$ cat src/rtl/fifo_wr_arbiter_pkg.sv
// Shared types and helpers for the clocked write front end of the latch FIFO.
// Latency: none (declarations only).
// Backpressure: none (declarations only).
package fifo_ctl_pkg;

  typedef enum logic [1:0] {
    IDLE  = 2'd0,
    SETUP = 2'd1,
    REQ   = 2'd2,
    REL   = 2'd3
  } state_t;

  localparam int DW_DEF        = 8;
  localparam int SETUP_CYC_DEF = 2;
  localparam int MAX_REQ       = 8;

  // Round-robin pick: first set bit of valid at or above ptr, wrapping
  // modulo n. The result is meaningless when no valid bit is set, so
  // callers must qualify it with |valid.
  function automatic logic [2:0] rr_pick(input logic [7:0] valid,
                                         input logic [2:0] ptr,
                                         input int         n);
    logic [2:0] win;
    logic       found;
    int         idx;
    win   = ptr;
    found = 1'b0;
    for (int i = 0; i < MAX_REQ; i++) begin
      idx = (int'(ptr) + i) % n;
      if ((i < n) && !found && valid[idx]) begin
        win   = idx[2:0];
        found = 1'b1;
      end
    end
    return win;
  endfunction

endpackage

$ cat src/rtl/fifo_wr_arbiter_hs_sync.sv
// Flop-chain synchroniser for an asynchronous level (e.g. the FIFO acknowledge).
// Latency: STAGES clock edges from input change to output change.
// Backpressure: none; a level is tracked continuously.
module hs_sync #(
  parameter int STAGES = 2
) (
  input  logic clk,
  input  logic rst,
  input  logic d,
  output logic q
);

  logic [STAGES-1:0] ff_q;

  // Shift the asynchronous level through the chain; reset clears every stage.
  always_ff @(posedge clk or negedge rst) begin
    if (!rst) begin
      ff_q <= '0;
    end else begin
      ff_q <= {ff_q[STAGES-2:0], d};
    end
  end

  assign q = ff_q[STAGES-1];

endmodule

$ cat src/rtl/fifo_wr_arbiter.sv
// Round-robin arbiter sharing the latch FIFO write port; drives its 4-phase lr/la handshake.
// Latency: lr_r1 rises SETUP_CYC edges after accept; one byte per SETUP_CYC+2*SYNC_STAGES+3 cycles.
// Backpressure: req_ready only in IDLE with the synchronised ack low; a stalled ack holds REQ forever.
module fifo_wr_arbiter
  import fifo_ctl_pkg::*;
#(
  parameter  int NREQ        = 4,
  parameter  int DW          = DW_DEF,
  parameter  int SETUP_CYC   = SETUP_CYC_DEF,
  parameter  int SYNC_STAGES = 2,
  localparam int IW          = (NREQ > 1) ? $clog2(NREQ) : 1
) (
  input  logic               clk,
  input  logic               rst,
  input  logic [NREQ-1:0]    req_valid,
  input  logic [NREQ*DW-1:0] req_data,
  output logic [NREQ-1:0]    req_ready,
  output logic [DW-1:0]      din,
  output logic               lr_r1,
  input  logic               la_r1,
  output logic               busy,
  output logic [IW-1:0]      grant_id,
  output logic [15:0]        xfer_cnt
);

  localparam int CW = (SETUP_CYC > 1) ? $clog2(SETUP_CYC) : 1;

  state_t          state_q, state_d;
  logic [CW-1:0]   cnt_q, cnt_d;
  logic            lr_q, lr_d;
  logic [DW-1:0]   din_q, din_d;
  logic [IW-1:0]   grant_q, grant_d;
  logic [IW-1:0]   ptr_q, ptr_d;
  logic [15:0]     xfer_q, xfer_d;

  logic            la_sync;
  logic [7:0]      valid_ext;
  logic [2:0]      win3;
  logic [IW-1:0]   winner;
  logic            accept;

  // The FSM only ever looks at the synchronised acknowledge.
  hs_sync #(
    .STAGES (SYNC_STAGES)
  ) u_la_sync (
    .clk (clk),
    .rst (rst),
    .d   (la_r1),
    .q   (la_sync)
  );

  // Pick the round-robin winner and raise its ready strobe while idle with no stale ack.
  always_comb begin
    valid_ext              = '0;
    valid_ext[NREQ-1:0]    = req_valid;
    win3                   = rr_pick(valid_ext, 3'(ptr_q), NREQ);
    winner                 = win3[IW-1:0];
    accept                 = (state_q == IDLE) && !la_sync && (|req_valid) && rst;
    req_ready              = '0;
    if (accept) begin
      req_ready[winner] = 1'b1;
    end
  end

  // Next-state logic for the handshake sequencer and its registered outputs.
  always_comb begin
    state_d = state_q;
    cnt_d   = cnt_q;
    lr_d    = lr_q;
    din_d   = din_q;
    grant_d = grant_q;
    ptr_d   = ptr_q;
    xfer_d  = xfer_q;
    case (state_q)
      IDLE: begin
        if (accept) begin
          din_d   = req_data[int'(winner)*DW +: DW];
          grant_d = winner;
          ptr_d   = (winner == IW'(NREQ-1)) ? '0 : winner + IW'(1);
          cnt_d   = CW'(SETUP_CYC-1);
          state_d = SETUP;
        end
      end
      SETUP: begin
        // Bundling delay: din has been stable since accept before lr rises.
        if (cnt_q == '0) begin
          state_d = REQ;
          lr_d    = 1'b1;
        end else begin
          cnt_d = cnt_q - CW'(1);
        end
      end
      REQ: begin
        if (la_sync) begin
          state_d = REL;
          lr_d    = 1'b0;
        end
      end
      REL: begin
        // Return-to-zero: din must stay put until the ack has dropped.
        if (!la_sync) begin
          state_d = IDLE;
          xfer_d  = xfer_q + 16'd1;
        end
      end
      default: begin
        state_d = IDLE;
        lr_d    = 1'b0;
      end
    endcase
  end

  // Sequencer state and registered outputs; reset pulls lr_r1 low without a clock.
  always_ff @(posedge clk or negedge rst) begin
    if (!rst) begin
      state_q <= IDLE;
      cnt_q   <= '0;
      lr_q    <= 1'b0;
      din_q   <= '0;
      grant_q <= '0;
      ptr_q   <= '0;
      xfer_q  <= '0;
    end else begin
      state_q <= state_d;
      cnt_q   <= cnt_d;
      lr_q    <= lr_d;
      din_q   <= din_d;
      grant_q <= grant_d;
      ptr_q   <= ptr_d;
      xfer_q  <= xfer_d;
    end
  end

  assign lr_r1    = lr_q;
  assign din      = din_q;
  assign grant_id = grant_q;
  assign xfer_cnt = xfer_q;
  assign busy     = (state_q != IDLE);

endmodule

$ cat config.mk
export PLATFORM = sky130hd
export DESIGN_NAME = fifo_wr_arbiter
export DESIGN_NICKNAME = d
export VERILOG_FILES = /design/src/rtl/fifo_wr_arbiter_pkg.sv /design/src/rtl/fifo_wr_arbiter_hs_sync.sv /design/src/rtl/fifo_wr_arbiter.sv
export SDC_FILE = /design/constraint.sdc
export NUM_CORES = 1
export LEC_CHECK = 0
export CORE_MARGIN = 2
export CORE_UTILIZATION = 32
export CTS_CLUSTER_DIAMETER = 150
export DETAILED_ROUTE_END_ITERATION = 6
export DONT_BUFFER_PORTS = 1
export GPL_TIMING_DRIVEN = 0
export PLACE_DENSITY = 0.53
export SLEW_MARGIN = 20
export SYNTH_ARGS = -nofsm -noshare
export SYNTH_HDL_FRONTEND = slang
export SYNTH_SLANG_ARGS = --single-unit
$ cat constraint.sdc
create_clock -name clk -period 2.84 [get_ports clk]
set_clock_uncertainty 0.15 [all_clocks]
set_input_delay 0.568 -clock clk [delete_from_list [all_inputs] [get_ports clk]]
set_output_delay 0.568 -clock clk [all_outputs]
set_load 0.1 [all_outputs]
==> results.json, run 1 <==
{
  "outcome": "complete, but fails checks",
  "violations": "setup timing",
  "final_nets": 283,
  "yosysTopAreaCellShare_pct": 41.8,
  "finalHoldViolations": 0,
  "clk_pin_slew_ns": 0.07,
  "synth_cell_types": 43,
  "fin_crit_sh_pct": 102,
  "pwr-share-clk_pct": 15.4,
  "track_usage_pct": 16.4,
  "total_leakage_power_nw": 1.11,
  "syn_area_per_cell_sq_um": 9.56,
  "powerDensity_nw_per_um2": 1190,
  "synth_edf_count": 0,
  "cts_buffers": 5,
  "syn_inst": 213,
  "total_power_mw": 3.01,
  "final_layout_size_suffix_gt1_share_pct": 26.5,
  "drcViolationCount": 0,
  "drt_iter0_markers": 48,
  "finalSetupViolCount": 1,
  "grt_pass1_vias": 1757,
  "slew_violations": 0,
  "clk_path_buf_depth": 2,
  "syn_area_sq_um": 2040,
  "worst_slack_ns": -0.0485,
  "cts_tree": "yes",
  "synth_async_sr_flop_share_pct": 100,
  "cp-start-kind": "input port",
  "syn_to_final_growth_pct": 24.5,
  "instances_no_fill": 315,
  "synth_area_leaders": "dfrtp_1 (42%), ha_1 (4.3%), xnor2_1 (4.3%)",
  "core_sq_um": 6240,
  "cts_max_level": 2,
  "n_antenna_cell": 0,
  "slew_headroom_pct": 32.0,
  "wire_per_inst_um": 17.7,
  "syn_nets": 259,
  "die_h_um": 83.8,
  "yosys_warnings": 0,
  "rsz0062_at_grt": "yes",
  "worst-setup-path-type": "input port to output port",
  "endpoint_kind": "output port",
  "hold_ws_ns": 0.159,
  "fmax_mhz": 346,
  "final_cell_mix": "dfrtp_1 (34), inv_1 (19), buf_4 (17)",
  "clk_latency_ns": 0.29,
  "ios": 71,
  "switchingPower_mw": 1.67,
  "maxCapViolCount": 0,
  "sw_frac_of_total_pct": 55.5,
  "setup_tns_ns": -0.0485,
  "placed_area_sq_um": 2150,
  "gp_congestion": 0.775,
  "initial_utilization_pct": 32.6,
  "seq_area_frac_synth_pct": 41.8,
  "clock-sinks": 34,
  "die-area_sq_um": 7020,
  "critPathRequiredTime_ns": 2.12,
  "arrival_ns": 2.17,
  "antenna_found_initial": 0,
  "yosys_most_used_dff": "dfrtp_1",
  "synth_seq_cells": 34,
  "worst-slew-pin-transition_ns": 1.02,
  "fillers": 637,
  "utilization_pct": 40.6,
  "via_per_inst": 5.30,
  "p_int_mw": 1.34,
  "dp.cells": 290,
  "cts_root_buf": "clkbuf_8",
  "rows": 29,
  "grt_max_degree": 35,
  "final_cell_area_sq_um": 2530,
  "hold_path.class": "input port to flip-flop",
  "route.vias.total": 1670,
  "synth_top_area_cell": "dfrtp_1",
  "pwr-share-seq_pct": 49.5,
  "layout_commonest_cell": "dfrtp_1",
  "drtAntennaViolNets": 0,
  "wl_um": 5580,
  "dr.pass1.iters": 4,
  "port_buffers": 0,
  "dp_hpwl_um": 3700,
  "overflow": 0,
  "post-place-ws_ns": -0.290,
  "grt_pass1_wl_um": 8940,
  "power_frac_comb_pct": 35.0,
  "path_max_fanout": 9,
  "peakVddDrop_uv": 643,
  "min_period_ns": 2.89,
  "die_width_um": 83.8
}
## synthesized netlist by cell type (3+ instances only)
cell type / number
dfrtp_1: 34
inv_1: 22
nand2_1: 15
nor2_1: 15
a21oi_1: 12
nand4_1: 12
xnor2_1: 10
o22a_1: 9
o221ai_1: 8
o31ai_1: 8
ha_1: 7
buf_2: 6
nor2b_1: 5
o21ai_1: 5
xor2_1: 5
buf_6: 3
nand2b_1: 3
## worst max-delay path, cell delays in order
cell and delay [ns]:
buf_2 0.17, nor2b_1 0.19, o21ai_4 0.31, nand3_4 0.14, nor3_4 0.79
## cell families (layout without fill, tap and decap cells)
logic type / after synthesis / count (layout) / share of synthesized area (%)
adders and majority gates: 7 / 7 / 4.30
DFF: 34 / 34 / 41.8
buffers and inverters: 34 / 59 / 7.99
xor gates and xnor gates: 15 / 15 / 6.45
and+or+nand+nor: 60 / 60 / 15.0
AOI/OAI and AO/OA: 61 / 61 / 23.4
muxes: 2 / 2 / 1.11
## path summary, 6_finish.rpt
check	startpoint	slack (ns)	depth (start not counted)	end
max in group asynchronous	rst	1.75	2	u_la_sync.ff_q[1]
min in group asynchronous	rst	0.59	2	din[7]
min	la_r1	0.16	0	u_la_sync.ff_q[0]
max	req_valid[0]	-0.05	5	req_ready[3]
min reg2reg	u_la_sync.ff_q[0]	0.20	0	u_la_sync.ff_q[1]
max reg2reg	xfer_cnt[0]	0.52	4	xfer_cnt[15]
## layout make-up
| cell class | instances | area (sq um) | share of cell area [%] |
|---|---|---|---|
| Multi-Input combinational cell | 145 | 1150 | 45.3 |
| Sequential cell | 34 | 851 | 33.6 |
| Timing Repair Buffer | 20 | 169 | 6.66 |
| Tap cell | 77 | 96.3 | 3.80 |
| Inverter | 23 | 86.3 | 3.41 |
| Buffer | 8 | 71.3 | 2.81 |
| Clock buffer | 5 | 68.8 | 2.71 |
| Clock inverter | 3 | 45.0 | 1.78 |
## what timing repair did
| item | in CTS | in global routing |
|---|---|---|
| setup buffers | 14 | 4 |
| setup endpoints to repair | 4 | 4 |
| gates resized for setup | 23 | 8 |
| pin swaps | 6 | 7 |
| hold buffers | 2 | 0 |
| hold endpoints to repair | 34 | 0 |
## layer usage
metal	vias up	wire length [um]	share of wire [%]	GRT usage [%]
li1	811	-	-	-
met1	794	2480	44	19.8
met2	61	2660	48	26.3
met3	4	397	7.1	7.22
met4	0	42	0.75	5.13
met5	-	0	0	0
## state kept, by name (all words and copies together) (netlist names)
register	count
xfer_cnt	16
din	8
grant_id	2
ptr_q	2
state_q	2
u_la_sync.ff_q	2
cnt_q	1
lr_r1	1
## power groups by stage
stage	registers, mW	clock network [mW]	logic [mW]
after floorplan	1.46	0	0.670
after global placement	1.50	0	0.794
after detailed placement	1.51	0	0.802
after CTS	1.49	0.479	1.01
after global routing	1.51	0.504	1.15
final	1.49	0.465	1.05
Note: power is estimated with default switching activity, not from simulation.
==> inputs of run 2 (changes only) <==
- TNS_END_PERCENT: unset -> 10
==> results.json, run 2 (same netlist as run 1, synthesis figures left out) <==
{
  "outcome": "complete, but fails checks",
  "violations": "setup timing",
  "track_usage_pct": 15.8,
  "dr.pass1.iters": 4,
  "die_h_um": 83.8,
  "grt_pass1_wl_um": 8850,
  "endpoint_kind": "output port",
  "fmax_mhz": 350,
  "clock-sinks": 34,
  "slew_headroom_pct": 30.8,
  "drcViolationCount": 0,
  "placed_area_sq_um": 2150,
  "drt_iter0_markers": 57,
  "final_layout_size_suffix_gt1_share_pct": 25.6,
  "wl_um": 5400,
  "finalSetupViolCount": 1,
  "overflow": 0,
  "clk_path_buf_depth": 2,
  "cp-start-kind": "flip-flop",
  "syn_to_final_growth_pct": 22.7,
  "rsz0062_at_grt": "yes",
  "path_max_fanout": 3,
  "worst-setup-path-type": "flip-flop to output port",
  "grt_pass1_vias": 1763,
  "cts_max_level": 2,
  "fillers": 654,
  "instances_no_fill": 315,
  "port_buffers": 0,
  "grt_max_degree": 35,
  "cts_root_buf": "clkbuf_8",
  "clk_latency_ns": 0.29,
  "maxCapViolCount": 0,
  "clk_pin_slew_ns": 0.08,
  "reg2reg_depth": 4,
  "die-area_sq_um": 7020,
  "setup_tns_ns": -0.0202,
  "finalHoldViolations": 0,
  "cts_tree": "yes",
  "min_path_cells": 0,
  "worst-slew-pin-transition_ns": 1.04,
  "arrival_ns": 2.14,
  "worst_slack_ns": -0.0202,
  "hold_path.class": "input port to flip-flop",
  "drtAntennaViolNets": 0,
  "rows": 29,
  "dp_hpwl_um": 3650,
  "dp.cells": 290,
  "via_per_inst": 5.35,
  "critPathRequiredTime_ns": 2.12,
  "initial_utilization_pct": 32.6,
  "layout_commonest_cell": "dfrtp_1",
  "core_sq_um": 6240,
  "slew_violations": 0,
  "final_cell_mix": "dfrtp_1 (34), buf_4 (21), inv_1 (19)",
  "gp_congestion": 0.760,
  "peakVddDrop_uv": 675,
  "antenna_found_initial": 0,
  "min_period_ns": 2.86,
  "wire_per_inst_um": 17.1,
  "cts_buffers": 5,
  "route.vias.total": 1685,
  "ios": 71,
  "total_leakage_power_nw": 1.10,
  "final_cell_area_sq_um": 2500,
  "n_antenna_cell": 0,
  "final_nets": 284,
  "fin_crit_sh_pct": 101,
  "die_width_um": 83.8,
  "powerDensity_nw_per_um2": 1160,
  "total_power_mw": 2.91,
  "largest_reg_flops": 16
}
-- run 2: cell count changes in the layout (fill, tap and decap cells not counted) --
cell,previous run,this run
clkinvlp_4,2,0
ha_1,5,6
clkinv_2,0,2
bufinv_16,1,0
buf_6,6,4
buf_2,3,2
ha_2,1,0
buf_4,17,21
nor2b_2,2,1
nor2b_1,4,5
-- run 2: power by group --
part | internal, mW | switching (mW)
clock network | 0.165 | 0.182
logic | 0.482 | 0.587
registers | 0.606 | 0.885
total | 1.25 | 1.65
-- run 2: cell type report --
class | instances | area, sq um | area share, %
flip-flops and latches | 34 | 851 | 34.1
inverters | 23 | 86.3 | 3.46
well taps | 77 | 96.3 | 3.86
plain buffers | 8 | 70.1 | 2.81
clock buffers | 5 | 68.8 | 2.76
clock inverters | 2 | 10.0 | 0.401
multi-input cells | 145 | 1140 | 45.7
repair buffers | 21 | 173 | 6.91
-- run 2: path summary, 6_finish.rpt --
path,startpoint,to,slack (ns)
setup / recovery,state_q[1],req_ready[3],-0.02
hold / removal,la_r1,u_la_sync.ff_q[0],0.16
setup reg to reg,xfer_cnt[2],xfer_cnt[15],0.50
min in group asynchronous,rst,din[7],0.60
max in group asynchronous,rst,xfer_cnt[8],1.76
hold reg to reg,u_la_sync.ff_q[0],u_la_sync.ff_q[1],0.21
-- run 2: what timing repair did --
item | in CTS | in global routing
endpoints found under the setup margin | 4 | 4
pin swaps | 8 | 6
gates resized for setup | 25 | 4
hold buffers | 2 | 0
endpoints found under the hold margin | 34 | 0
buffers inserted | 13 | 6
-- run 2: layer usage --
layer	track usage [%]	share of wire, %	vias up
met5	0	0	-
met4	4.25	1.4	0
met3	6.23	8.5	8
met2	25.4	46	64
met1	19.7	44	808
li1	-	-	805
-- run 2: per-stage QoR --
| stage | hold slack, ns | setup slack (ns) | util, % |
|---|---|---|---|
| finish | 0.157 | -0.0202 | 40.0 |
| global route | 0.141 | -0.0681 | 40.0 |
| CTS | 0.148 | -0.0428 | 39.3 |
| detailed placement | 0.123 | -0.548 | 34.4 |
| global placement | 0.123 | -0.503 | 34.4 |
| floorplan | 0.122 | -0.0809 | - |
-- run 2: worst max-delay path, stage by stage (launching register included) --
cell and delay, ns:
dfrtp_1 0.40, inv_2 0.08, ha_4 0.14, nand2_4 0.06, a211o_4 0.34, nor3_4 0.83
==> inputs of run 3 (changes only) <==
- CTS_BUF_LIST: unset -> sky130_fd_sc_hd__clkbuf_8
==> results of run 3 <==
Final layout, timing and power as in run 2 (identical DEF).
